`src/rtl/intt_sched_if.sv`:
```
// Bus bundle for intt_sched: requester handshake/data on one side,
// inverse-NTT pipeline control and frame-completion status on the other.
// The scheduler connects through the slave modport; whoever drives the
// requests and the pipeline out_en strobe uses the master modport.
interface intt_sched_if #(
    parameter int DATA_WIDTH    = 12,
    parameter int MUL_STAGE_CNT = 4
);
    localparam int ADDR_W = (MUL_STAGE_CNT - 1 > 1) ? $clog2(MUL_STAGE_CNT - 1) : 1;

    logic [1:0]              req;
    logic [1:0]              gnt;
    logic [2*DATA_WIDTH-1:0] src0_data;
    logic [2*DATA_WIDTH-1:0] src1_data;
    logic                    intt_in_en;
    logic [2*DATA_WIDTH-1:0] intt_in;
    logic                    intt_out_en;
    logic [ADDR_W-1:0]       fifo_addr;
    logic                    out_owner;
    logic                    out_last;
    logic [1:0]              done;
    logic                    err;

    modport master (
        output req, src0_data, src1_data, intt_out_en,
        input  gnt, intt_in_en, intt_in, fifo_addr, out_owner, out_last, done, err
    );

    modport slave (
        input  req, src0_data, src1_data, intt_out_en,
        output gnt, intt_in_en, intt_in, fifo_addr, out_owner, out_last, done, err
    );
endinterface

```
`src/rtl/intt_sched.sv`:
```
// intt_sched: round-robin frame scheduler in front of a shared inverse-NTT
// pipeline. Two requesters take turns streaming whole frames of
// 2^(NTT_STAGE_CNT-1) coefficient-pair beats into the pipeline; an owner FIFO
// remembers who owns each frame still inside the pipeline so the output side
// can flag the last beat and pulse done to the right requester.
// Optional build macro INTT_SCHED_PERF_EN adds saturating performance counters
// (perf_busy, perf_frames, perf_stall).
module intt_sched #(
    parameter int NTT_STAGE_CNT = 8,
    parameter int MUL_STAGE_CNT = 4,
    parameter int DATA_WIDTH    = 12,
    parameter int MAX_INFLIGHT  = 4
) (
    input  logic        clk,
    input  logic        rst,
    intt_sched_if.slave bus
`ifdef INTT_SCHED_PERF_EN
    ,
    output logic [31:0] perf_busy,
    output logic [15:0] perf_frames,
    output logic [31:0] perf_stall
`endif
);

    localparam int BW = NTT_STAGE_CNT - 1;
    localparam int AW = (MUL_STAGE_CNT - 1 > 1) ? $clog2(MUL_STAGE_CNT - 1) : 1;
    localparam int PW = (MAX_INFLIGHT > 1) ? $clog2(MAX_INFLIGHT) : 1;
    localparam int CW = $clog2(MAX_INFLIGHT) + 1;

    // Frames are a power of two long, so the final beat index is all ones.
    localparam logic [BW-1:0] LAST_BEAT = '1;
    localparam logic [CW-1:0] MAX_CNT   = CW'(MAX_INFLIGHT);
    localparam logic [AW-1:0] ADDR_LAST = AW'(MUL_STAGE_CNT - 2);

    typedef enum logic [1:0] {
        IDLE,
        STREAM,
        STALL
    } state_t;

    state_t                  state_q, state_d;
    logic [1:0]              gnt_q, gnt_d;
    logic [BW-1:0]           inBeat_q, inBeat_d;
    logic                    prevWinner_q, prevWinner_d;
    logic                    inEn_q;
    logic [2*DATA_WIDTH-1:0] inData_q;

    logic [BW-1:0]           outBeat_q;
    logic [CW-1:0]           inflight_q;
    logic [PW-1:0]           rdPtr_q;
    logic [PW-1:0]           wrPtr_q;
    logic                    ownerMem_q [2**PW];
    logic [AW-1:0]           addr_q;
    logic                    err_q;

    logic                    streaming;
    logic                    lastInBeat;
    logic                    fifoEmpty;
    logic                    outLast;
    logic                    ownerHead;
    logic                    slotFree;
    logic                    grantNow;
    logic                    winner;

    assign streaming  = (state_q == STREAM);
    assign lastInBeat = streaming && (inBeat_q == LAST_BEAT);
    // The in-flight count doubles as the owner FIFO occupancy.
    assign fifoEmpty  = (inflight_q == '0);
    assign outLast    = bus.intt_out_en && (outBeat_q == LAST_BEAT) && !fifoEmpty;
    assign ownerHead  = fifoEmpty ? 1'b0 : ownerMem_q[rdPtr_q];
    // A frame draining this very cycle frees its slot in time for a new grant,
    // so a stalled requester restarts on the cycle right after the done pulse.
    assign slotFree   = (inflight_q < MAX_CNT) || outLast;
    assign grantNow   = (!streaming || lastInBeat) && (bus.req != 2'b00) && slotFree;
    // With both requesting, skip the previous winner; otherwise take whoever asks.
    assign winner     = (&bus.req) ? ~prevWinner_q : bus.req[1];

    // Next-state decode: new grant, continue the current frame, stall or go idle.
    always_comb begin
        state_d      = IDLE;
        gnt_d        = 2'b00;
        inBeat_d     = '0;
        prevWinner_d = prevWinner_q;
        if (grantNow) begin
            state_d      = STREAM;
            gnt_d        = winner ? 2'b10 : 2'b01;
            prevWinner_d = winner;
        end else if (streaming && !lastInBeat) begin
            state_d  = STREAM;
            gnt_d    = gnt_q;
            inBeat_d = inBeat_q + 1'b1;
        end else if (bus.req != 2'b00) begin
            state_d = STALL;
        end
    end

    // Arbiter state machine with registered grant and registered input path.
    always_ff @(posedge clk) begin
        if (rst) begin
            state_q      <= IDLE;
            gnt_q        <= 2'b00;
            inBeat_q     <= '0;
            prevWinner_q <= 1'b1;
            inEn_q       <= 1'b0;
            inData_q     <= '0;
        end else begin
            state_q      <= state_d;
            gnt_q        <= gnt_d;
            inBeat_q     <= inBeat_d;
            prevWinner_q <= prevWinner_d;
            inEn_q       <= streaming;
            inData_q     <= gnt_q[0] ? bus.src0_data :
                            gnt_q[1] ? bus.src1_data : '0;
        end
    end

    // Owner FIFO and in-flight count: push on grant, pop on the last output beat.
    always_ff @(posedge clk) begin
        if (rst) begin
            inflight_q <= '0;
            rdPtr_q    <= '0;
            wrPtr_q    <= '0;
            for (int i = 0; i < 2**PW; i++) begin
                ownerMem_q[i] <= 1'b0;
            end
        end else begin
            if (grantNow) begin
                ownerMem_q[wrPtr_q] <= winner;
                wrPtr_q             <= wrPtr_q + 1'b1;
            end
            if (outLast) begin
                rdPtr_q <= rdPtr_q + 1'b1;
            end
            case ({grantNow, outLast})
                2'b10:   inflight_q <= inflight_q + 1'b1;
                2'b01:   inflight_q <= inflight_q - 1'b1;
                default: inflight_q <= inflight_q;
            endcase
        end
    end

    // Output beat counter; wraps naturally at the frame length.
    always_ff @(posedge clk) begin
        if (rst) begin
            outBeat_q <= '0;
        end else if (bus.intt_out_en) begin
            outBeat_q <= outBeat_q + 1'b1;
        end
    end

    // Shared circular address for the multiplier delay RAMs.
    always_ff @(posedge clk) begin
        if (rst) begin
            addr_q <= '0;
        end else if (inEn_q || bus.intt_out_en) begin
            addr_q <= (addr_q == ADDR_LAST) ? '0 : addr_q + 1'b1;
        end
    end

    // Sticky error: the pipeline produced data nobody is waiting for.
    always_ff @(posedge clk) begin
        if (rst) begin
            err_q <= 1'b0;
        end else if (bus.intt_out_en && fifoEmpty) begin
            err_q <= 1'b1;
        end
    end

    assign bus.gnt        = gnt_q;
    assign bus.intt_in_en = inEn_q;
    assign bus.intt_in    = inData_q;
    assign bus.fifo_addr  = addr_q;
    assign bus.out_owner  = ownerHead;
    assign bus.out_last   = outLast;
    assign bus.done       = outLast ? (ownerHead ? 2'b10 : 2'b01) : 2'b00;
    assign bus.err        = err_q;

`ifdef INTT_SCHED_PERF_EN
    logic [31:0] perfBusy_q;
    logic [15:0] perfFrames_q;
    logic [31:0] perfStall_q;

    // Saturating activity, completed-frame and stall-cycle counters.
    always_ff @(posedge clk) begin
        if (rst) begin
            perfBusy_q   <= '0;
            perfFrames_q <= '0;
            perfStall_q  <= '0;
        end else begin
            if ((inEn_q || bus.intt_out_en) && (perfBusy_q != '1)) begin
                perfBusy_q <= perfBusy_q + 1'b1;
            end
            if (outLast && (perfFrames_q != '1)) begin
                perfFrames_q <= perfFrames_q + 1'b1;
            end
            if ((state_q == STALL) && (perfStall_q != '1)) begin
                perfStall_q <= perfStall_q + 1'b1;
            end
        end
    end

    assign perf_busy   = perfBusy_q;
    assign perf_frames = perfFrames_q;
    assign perf_stall  = perfStall_q;
`endif

endmodule

```
`src/flat_wrapper.sv`:
```
// flat-port wrapper written by rule: the top's interface ports become plain ports
module intt_sched_flat 
#(
    parameter int NTT_STAGE_CNT = 8,
    parameter int MUL_STAGE_CNT = 4,
    parameter int DATA_WIDTH    = 12,
    parameter int MAX_INFLIGHT  = 4
)
  (clk, rst, bus_req, bus_src0_data, bus_src1_data, bus_intt_out_en, bus_gnt, bus_intt_in_en, bus_intt_in, bus_fifo_addr, bus_out_owner, bus_out_last, bus_done, bus_err);
  intt_sched_if #(.DATA_WIDTH(DATA_WIDTH), .MUL_STAGE_CNT(MUL_STAGE_CNT)) bus_i ();
  input  logic clk;
  input  logic rst;
  input wire logic [$bits(bus_i.req)-1:0] bus_req;
  input wire logic [$bits(bus_i.src0_data)-1:0] bus_src0_data;
  input wire logic [$bits(bus_i.src1_data)-1:0] bus_src1_data;
  input wire logic [$bits(bus_i.intt_out_en)-1:0] bus_intt_out_en;
  output wire logic [$bits(bus_i.gnt)-1:0] bus_gnt;
  output wire logic [$bits(bus_i.intt_in_en)-1:0] bus_intt_in_en;
  output wire logic [$bits(bus_i.intt_in)-1:0] bus_intt_in;
  output wire logic [$bits(bus_i.fifo_addr)-1:0] bus_fifo_addr;
  output wire logic [$bits(bus_i.out_owner)-1:0] bus_out_owner;
  output wire logic [$bits(bus_i.out_last)-1:0] bus_out_last;
  output wire logic [$bits(bus_i.done)-1:0] bus_done;
  output wire logic [$bits(bus_i.err)-1:0] bus_err;
  assign bus_i.req = bus_req;
  assign bus_i.src0_data = bus_src0_data;
  assign bus_i.src1_data = bus_src1_data;
  assign bus_i.intt_out_en = bus_intt_out_en;
  assign bus_gnt = bus_i.gnt;
  assign bus_intt_in_en = bus_i.intt_in_en;
  assign bus_intt_in = bus_i.intt_in;
  assign bus_fifo_addr = bus_i.fifo_addr;
  assign bus_out_owner = bus_i.out_owner;
  assign bus_out_last = bus_i.out_last;
  assign bus_done = bus_i.done;
  assign bus_err = bus_i.err;
  intt_sched #(.NTT_STAGE_CNT(NTT_STAGE_CNT), .MUL_STAGE_CNT(MUL_STAGE_CNT), .DATA_WIDTH(DATA_WIDTH), .MAX_INFLIGHT(MAX_INFLIGHT)) u_core (.clk(clk), .rst(rst), .bus(bus_i));
endmodule
```
`config.mk`:
```
export PLATFORM = sky130hd
export DESIGN_NAME = intt_sched_flat
export DESIGN_NICKNAME = d
export VERILOG_FILES = /design/src/rtl/intt_sched_if.sv /design/src/rtl/intt_sched.sv /design/src/flat_wrapper.sv
export SDC_FILE = /design/constraint.sdc
export NUM_CORES = 1
export LEC_CHECK = 0
export CAP_MARGIN = 5
export CELL_PAD_IN_SITES_DETAIL_PLACEMENT = 2
export CELL_PAD_IN_SITES_GLOBAL_PLACEMENT = 2
export CORE_UTILIZATION = 25
export DETAILED_ROUTE_END_ITERATION = 8
export GPL_ROUTABILITY_DRIVEN = 1
export GPL_TIMING_DRIVEN = 0
export PLACE_DENSITY_LB_ADDON = 0.1
export SLEW_MARGIN = 20
export SYNTH_ARGS = -nofsm -noshare
export SYNTH_HDL_FRONTEND = slang
export SYNTH_SLANG_ARGS = --single-unit
```
`constraint.sdc`:
```
create_clock -name clk -period 3.1 [get_ports clk]
set_clock_uncertainty 0.1 [all_clocks]
set_input_delay 0.62 -clock clk [delete_from_list [all_inputs] [get_ports clk]]
set_output_delay 0.62 -clock clk [all_outputs]
set_load 0.005 [all_outputs]
```
### After elaboration in Yosys (flattened, before gate mapping)

Memories as Yosys holds them, arrays and structs flattened. A register that Yosys moved wholly into a read port is not among the register bits.
Cells that the tools add are included.

| cells by class | value |
|---|---|
| $lt $le $gt $ge | 1 |
| reductions and logical operators | 20 |
| mux-type cells | 24 |
| add/sub/neg operators | 7 |
| bitwise gates (word level) | 2 |
| eq/ne operators | 7 |

Operator list:

| operator | count |
|---|---|
| $mux W24 | 2 |
| $mux W2 | 10 |
| $add A7 B1 Y7 const B | 2 |
| $eq A7 B7 Y1 const B | 2 |
| $mux W1 | 11 |
| $logic_and A1 B1 Y1 | 7 |
| $add A2 B1 Y2 const B | 3 |
| $pmux W3 S2 | 1 |
| $reduce_or A3 Y1 | 2 |
| $eq A2 B1 Y1 const B | 2 |
| $eq A2 B2 Y1 const B | 2 |
| $reduce_bool A2 Y1 | 2 |
| $add A3 B1 Y3 const B | 1 |
| $logic_not A1 Y1 | 3 |
| $logic_not A3 Y1 | 1 |
| $logic_or A1 B1 Y1 | 3 |
| $lt A3 B3 Y1 const B | 1 |
| $sub A3 B1 Y3 const B | 1 |
| $ne A2 B1 Y1 const B | 1 |
| $not A1 Y1 | 2 |
| $reduce_and A2 Y1 | 1 |
| $reduce_or A1 Y1 | 1 |

| word-level totals | value |
|---|---|
| memory bits (writable) | 4 |
| memories | 1 |
| output and inout bits | 34 |
| flip-flop bits (word level) | 54 |

Memory list:

| memory | depth | bits a word | read ports | clocked after Yosys merged registers in | write ports | line | text |
|---|---|---|---|---|---|---|---|
| u_core.ownerMem_q | 4 | 1 | 1 | 1 | 4 | intt_sched.sv:52 | `logic ownerMem_q [2**PW];` |

### Longest topological paths before layout

| depth | value |
|---|---|
| depth in word-level cells | 10 |
| depth in mapped cells | 11 |
| mapped depth without buffers | 10 |

### Least setup slack after synthesis

No wires, ideal clock.

| timing path | value |
|---|---|
| kind | in2reg |
| start point | input port bus_intt_out_en |
| end point | register u_core.inflight_q[2] |
| arrival time | 2534 ps |
| cell stages on the path | 9 |
| path slack | 396 ps |
| buffers on the path | 1 |
| library setup time | 70 ps |
| path through | buf_4 > nand3_1 > nor3_1 > ha_1 > inv_1 > fa_1 > xor2_1 > or3_1 > a21oi_1 |

| between the ends | value |
|---|---|
| word-level cells in the longest chain between the ends | 6 |
| elaborated cells between the ends (all ways) | 8 |

RTL lines:

| item | line | text |
|---|---|---|
| start, declared | flat_wrapper.sv:16 | `input wire logic [$bits(bus_i.intt_out_en)-1:0] bus_intt_out_en;` |
| $logic_and A1 B1 Y1 * (2 in series) | intt_sched.sv:69 | `assign outLast = bus.intt_out_en && (outBeat_q == LAST_BEAT) && !fifoEmpty;` |
| via bus_out_last | flat_wrapper.sv:22 | `output wire logic [$bits(bus_i.out_last)-1:0] bus_out_last;` |
| $logic_or A1 B1 Y1 | intt_sched.sv:73 | `assign slotFree = (inflight_q < MAX_CNT) \|\| outLast;` |
| $logic_and A1 B1 Y1 | intt_sched.sv:74 | `assign grantNow = (!streaming \|\| lastInBeat) && (bus.req != 2'b00) && slotFree;` |
| $eq A2 B1 Y1 or $eq A2 B2 Y1 (tied branches) | intt_sched.sv:134 | `case ({grantNow, outLast})` |
| $pmux W3 S2 or $reduce_bool A2 Y1 (tied branches) | - |  |
| end signal, assigned | intt_sched.sv:135 | `2'b10: inflight_q <= inflight_q + 1'b1;` |
| end signal, assigned | intt_sched.sv:136 | `2'b01: inflight_q <= inflight_q - 1'b1;` |
| end signal, assigned | intt_sched.sv:137 | `default: inflight_q <= inflight_q;` |
| end, declared | intt_sched.sv:49 | `logic [CW-1:0] inflight_q;` |

Mark *: on every way through the listed nets, which the timed path passes. The rest lies on a longest branch.
A chain may end at the register's enable or synchronous reset.

### Final worst setup path

| timing path | value |
|---|---|
| start point | input port bus_req[1] |
| end point | register u_core.inflight_q[2] |

| between the ends | value |
|---|---|
| word-level cells in the longest chain between the ends | 5 |
| elaborated cells between the ends (all ways) | 7 |

RTL lines:

| item | line | text |
|---|---|---|
| start, declared | flat_wrapper.sv:13 | `input wire logic [$bits(bus_i.req)-1:0] bus_req;` |
| $reduce_bool A2 Y1 * | intt_sched.sv:74 |  |
| $logic_and A1 B1 Y1 * (2 in series) | intt_sched.sv:74 |  |
| $eq A2 B1 Y1 or $eq A2 B2 Y1 (tied branches) | intt_sched.sv:134 |  |
| $pmux W3 S2 or $reduce_bool A2 Y1 (tied branches) | - |  |

Mark *: on every way between the ends. The rest lies on a longest branch, timed or not.

==> impl_metrics.py <==
metrics = {
    "power_and_ir_drop": {
        "swShare_pct": 24.81,
        "leakagePower_nw": 1.249,
        "p_clk_share_pct": 35.4,
        "power.internal_mw": 1.330,
        "p_total_mw": 1.769,
        "ir_drop_uv": 187.8,
        "p_per_area_nw_per_um2": 518.5,
        "switchingPower_uw": 439.0,
        "power_frac_seq_pct": 48.6,
        "p_comb_share_pct": 15.9,
    },
    "clocking": {
        "cts_buffers": 9,
        "cts_sinks": 60,
        "cts_tree": "built",
        "clock_latency_ns": 0.33,
        "cts_setup_buffers": 0,
        "clockBufferDepth": 2,
        "hold_buffers": 0,
        "cts-htree-levels": 3,
        "cts_resized": 0,
        "root_buffer": "clkbuf_8",
        "clkTransAtPathRegs_ns": 0.07,
    },
    "worst_setup_path": {
        "cp-endpoint": "u_core.inflight_q[2]",
        "r2r-end": "u_core.inflight_q[2]",
        "rrSetupSlack_ns": 0.37,
        "required_ns": 3.27,
        "r2r_cells": 9,
        "worstSetupStartpointType": "primary input",
        "crit_start": "bus_req[1]",
        "cp_data_arrival_time_ns": 3.05,
        "worstReg2RegStart": "u_core.outBeat_q[0]",
        "worstPathMaxFanout": 10,
        "crit_path_end_kind": "register",
        "critPathKind": "in2reg",
    },
    "finish": {
        "finalNonFillerCells": 428,
        "fin_util_pct": 39.12,
        "fill_cells": 954,
        "num_antenna_cells": 0,
        "syn_to_final_growth_pct": 51.42,
        "final_nets": 372,
        "design_area_um2": 3412,
        "drive_gt1_share_pct": 6.875,
    },
    "sta": {
        "fin_setup_tns_ns": 0,
        "slew_violations": 0,
        "finalSetupViolations": 0,
        "rsz0062_at_grt": "no",
        "worstMarginPinSlew_ns": 0.6503,
        "hold_viol_final": 0,
        "whs_ns": 0.3653,
        "fin_crit_ns": 2.888,
        "setup_slack_ns": 0.2120,
        "slew-limit-headroom_pct": 56.32,
        "fmax_mhz": 346.3,
        "fin_crit_sh_pct": 93.16,
    },
    "global_route": {
        "grt_max_degree": 11,
        "grtUsageTotal_pct": 13.93,
        "grt_pass1_vias": 2118,
        "use_met1_pct": 15.47,
        "gr-usage-met3_pct": 5.780,
        "grt_pass1_wl_um": 10290,
        "antenna_found_initial": 0,
        "grt.overflow.total": 0,
        "busiest_layer": "met2",
        "use_met2_pct": 22.70,
    },
    "place": {
        "placedCellCount": 412,
        "place_area_um2": 3239,
        "post-place-ws_ns": -0.1750,
        "hpwl_um": 4630,
        "portBuffers": 85,
        "gp_congestion": 0.6564,
    },
    "drt": {
        "wl_per_cell_um": 13.87,
        "firstDrtPassIters": 2,
        "drcViolationCount": 0,
        "ant_nets": 0,
        "drt_iter0_markers": 32,
        "drt_wl_total_um": 5937,
        "vias": 1964,
        "viasPerCell": 4.589,
    },
    "synth": {
        "syn_nets": 276,
        "synth.yosys.seq_area_share_pct": 55.08,
        "synth.avg_cell_area_um2": 10.29,
        "yosysTopAreaCell": "dfxtp_1",
        "syn_inst": 219,
        "synth-seq-cells": 60,
        "netlist_area_um2": 2253,
        "synth.area.top_cells": "dfxtp_1 (50%), a22o_1 (9.3%), edfxtp_1 (5.3%), nor2_1 (4.7%), xor2_1 (3.1%)",
        "yosysUniqueCellTypes": 43,
        "synth_top_cell_area_share_pct": 49.75,
        "yosys_warnings": 0,
    },
    "min_path": {
        "hold_path.startpoint": "u_core.inBeat_q[0]",
        "min_path_type": "reg2reg",
    },
    "die": {
        "dieArea_um2": 9397,
        "rows": 34,
        "die_y_um": 96.94,
        "core_area_um2": 8721,
        "io_pins": 87,
        "initial_core_util_pct": 25.84,
        "die_w_um": 96.94,
    },
    "run_status": {
        "status": "complete, no violations",
    },
    "job": {
        "timing.max_cap.violations": 0,
    },
}
## power groups by stage
stage | clock network, mW | registers [mW] | logic (mW)
floorplan | 0 | 0.875 | 0.122
global placement | 0 | 0.876 | 0.281
detailed placement | 0 | 0.879 | 0.288
CTS | 0.658 | 0.861 | 0.290
global route | 0.690 | 0.867 | 0.316
finish | 0.626 | 0.861 | 0.282
## sequential cells by signal, indices dropped and copies added (netlist names), named ones only
name and count:
u_core.bus.err 1, u_core.bus.fifo_addr 2, u_core.bus.gnt 2, u_core.bus.intt_in 24
u_core.bus.intt_in_en 1, u_core.inBeat_q 7, u_core.inflight_q 3, u_core.outBeat_q 7
u_core.ownerMem_q 4, u_core.prevWinner_q 1, u_core.rdPtr_q 2, u_core.state_q 2
u_core.wrPtr_q 2
## area by class of cell
type	count	area, um^2	area share [%]
clock inverters	2	10.01	0.2934
clock buffers	14	162.7	4.767
multi-input cells	142	934.6	27.39
well taps	108	135.1	3.960
plain buffers	8	43.79	1.283
inverters	9	33.78	0.9901
flip-flops and latches	60	1241	36.38
repair buffers	85	850.8	24.94
## worst max-delay path, cell delays in order
cell and delay (ns):
clkdlybuf4s50_1 0.45, o211ai_1 0.24, o22ai_1 0.17, nand2_2 0.13, buf_6 0.14, ha_1 0.18, inv_1 0.07, fa_1 0.44
xor2_1 0.16, or3_1 0.30, a21oi_1 0.13
## layer usage
metal / routed length [um] / share of wire [%]
met1: 2467 / 42
met2: 2799 / 47
met3: 545 / 9.2
met4: 125 / 2.1
met5: 0 / 0
## cells in the mapped netlist
| library cell | number |
|---|---|
| a2111oi_0 | 1 |
| a21boi_0 | 1 |
| a21boi_2 | 1 |
| a21o_1 | 1 |
| a21oi_1 | 7 |
| a22o_1 | 24 |
| a31oi_1 | 1 |
| and3_1 | 1 |
| and4_1 | 1 |
| buf_1 | 1 |
| buf_2 | 2 |
| buf_4 | 1 |
| buf_6 | 1 |
| clkbuf_1 | 3 |
| dfxtp_1 | 56 |
| edfxtp_1 | 4 |
| fa_1 | 1 |
| ha_1 | 3 |
| inv_1 | 9 |
| mux2i_1 | 1 |
| mux4_2 | 1 |
| nand2_1 | 11 |
| nand2_2 | 1 |
| nand2b_1 | 1 |
| nand3_1 | 6 |
| nand4_1 | 4 |
| nor2_1 | 28 |
| nor2b_1 | 3 |
| nor3_1 | 8 |
| nor3b_1 | 1 |
| nor4_1 | 1 |
| nor4b_1 | 1 |
| o211ai_1 | 1 |
| o21a_1 | 1 |
| o21ai_0 | 8 |
| o21ai_2 | 1 |
| o22a_1 | 1 |
| o22ai_1 | 2 |
| o31ai_2 | 1 |
| o32ai_1 | 1 |
| or3_1 | 3 |
| xnor2_1 | 6 |
| xor2_1 | 8 |
## kinds of logic (layout without fill, tap and decap cells)
group | after synthesis | after routing | share of synthesized area, %
AOI/OAI and AO/OA | 52 | 52 | 17.44
xor gates and xnor gates | 14 | 14 | 5.442
adders and majority gates | 4 | 4 | 2.554
buffers and inverters | 17 | 118 | 3.442
DFF | 60 | 60 | 55.08
muxes | 2 | 2 | 1.444
and+or+nand+nor | 70 | 70 | 14.60
## cells in the final DEF (no fill, tap or decap), drive strengths merged, types with 2 or more instances in the layout
master          n
clkdlybuf4s50  85
dfxtp          56
nor2           28
a22o           24
clkbuf         17
nand2          12
inv             9
o21ai           9
nor3            8
xor2            8
a21oi           7
nand3           6
xnor2           6
buf             5
nand4           4
edfxtp          4
nor2b           3
or3             3
ha              3
o22ai           2
clkinv          2
a21boi          2
## worst min path at each step
stage | to | slack [ns] | cells past startpoint
2_1_floorplan | u_core.inBeat_q[0] | 0.33 | 1
3_3_place_gp | u_core.inBeat_q[0] | 0.35 | 1
3_5_place_dp | u_core.inBeat_q[0] | 0.36 | 1
4_1_cts | u_core.inBeat_q[0] | 0.38 | 1
5_1_grt | u_core.bus.err | 0.42 | 2
6_report | u_core.inBeat_q[0] | 0.37 | 1
(Power assumes the default switching activity.)
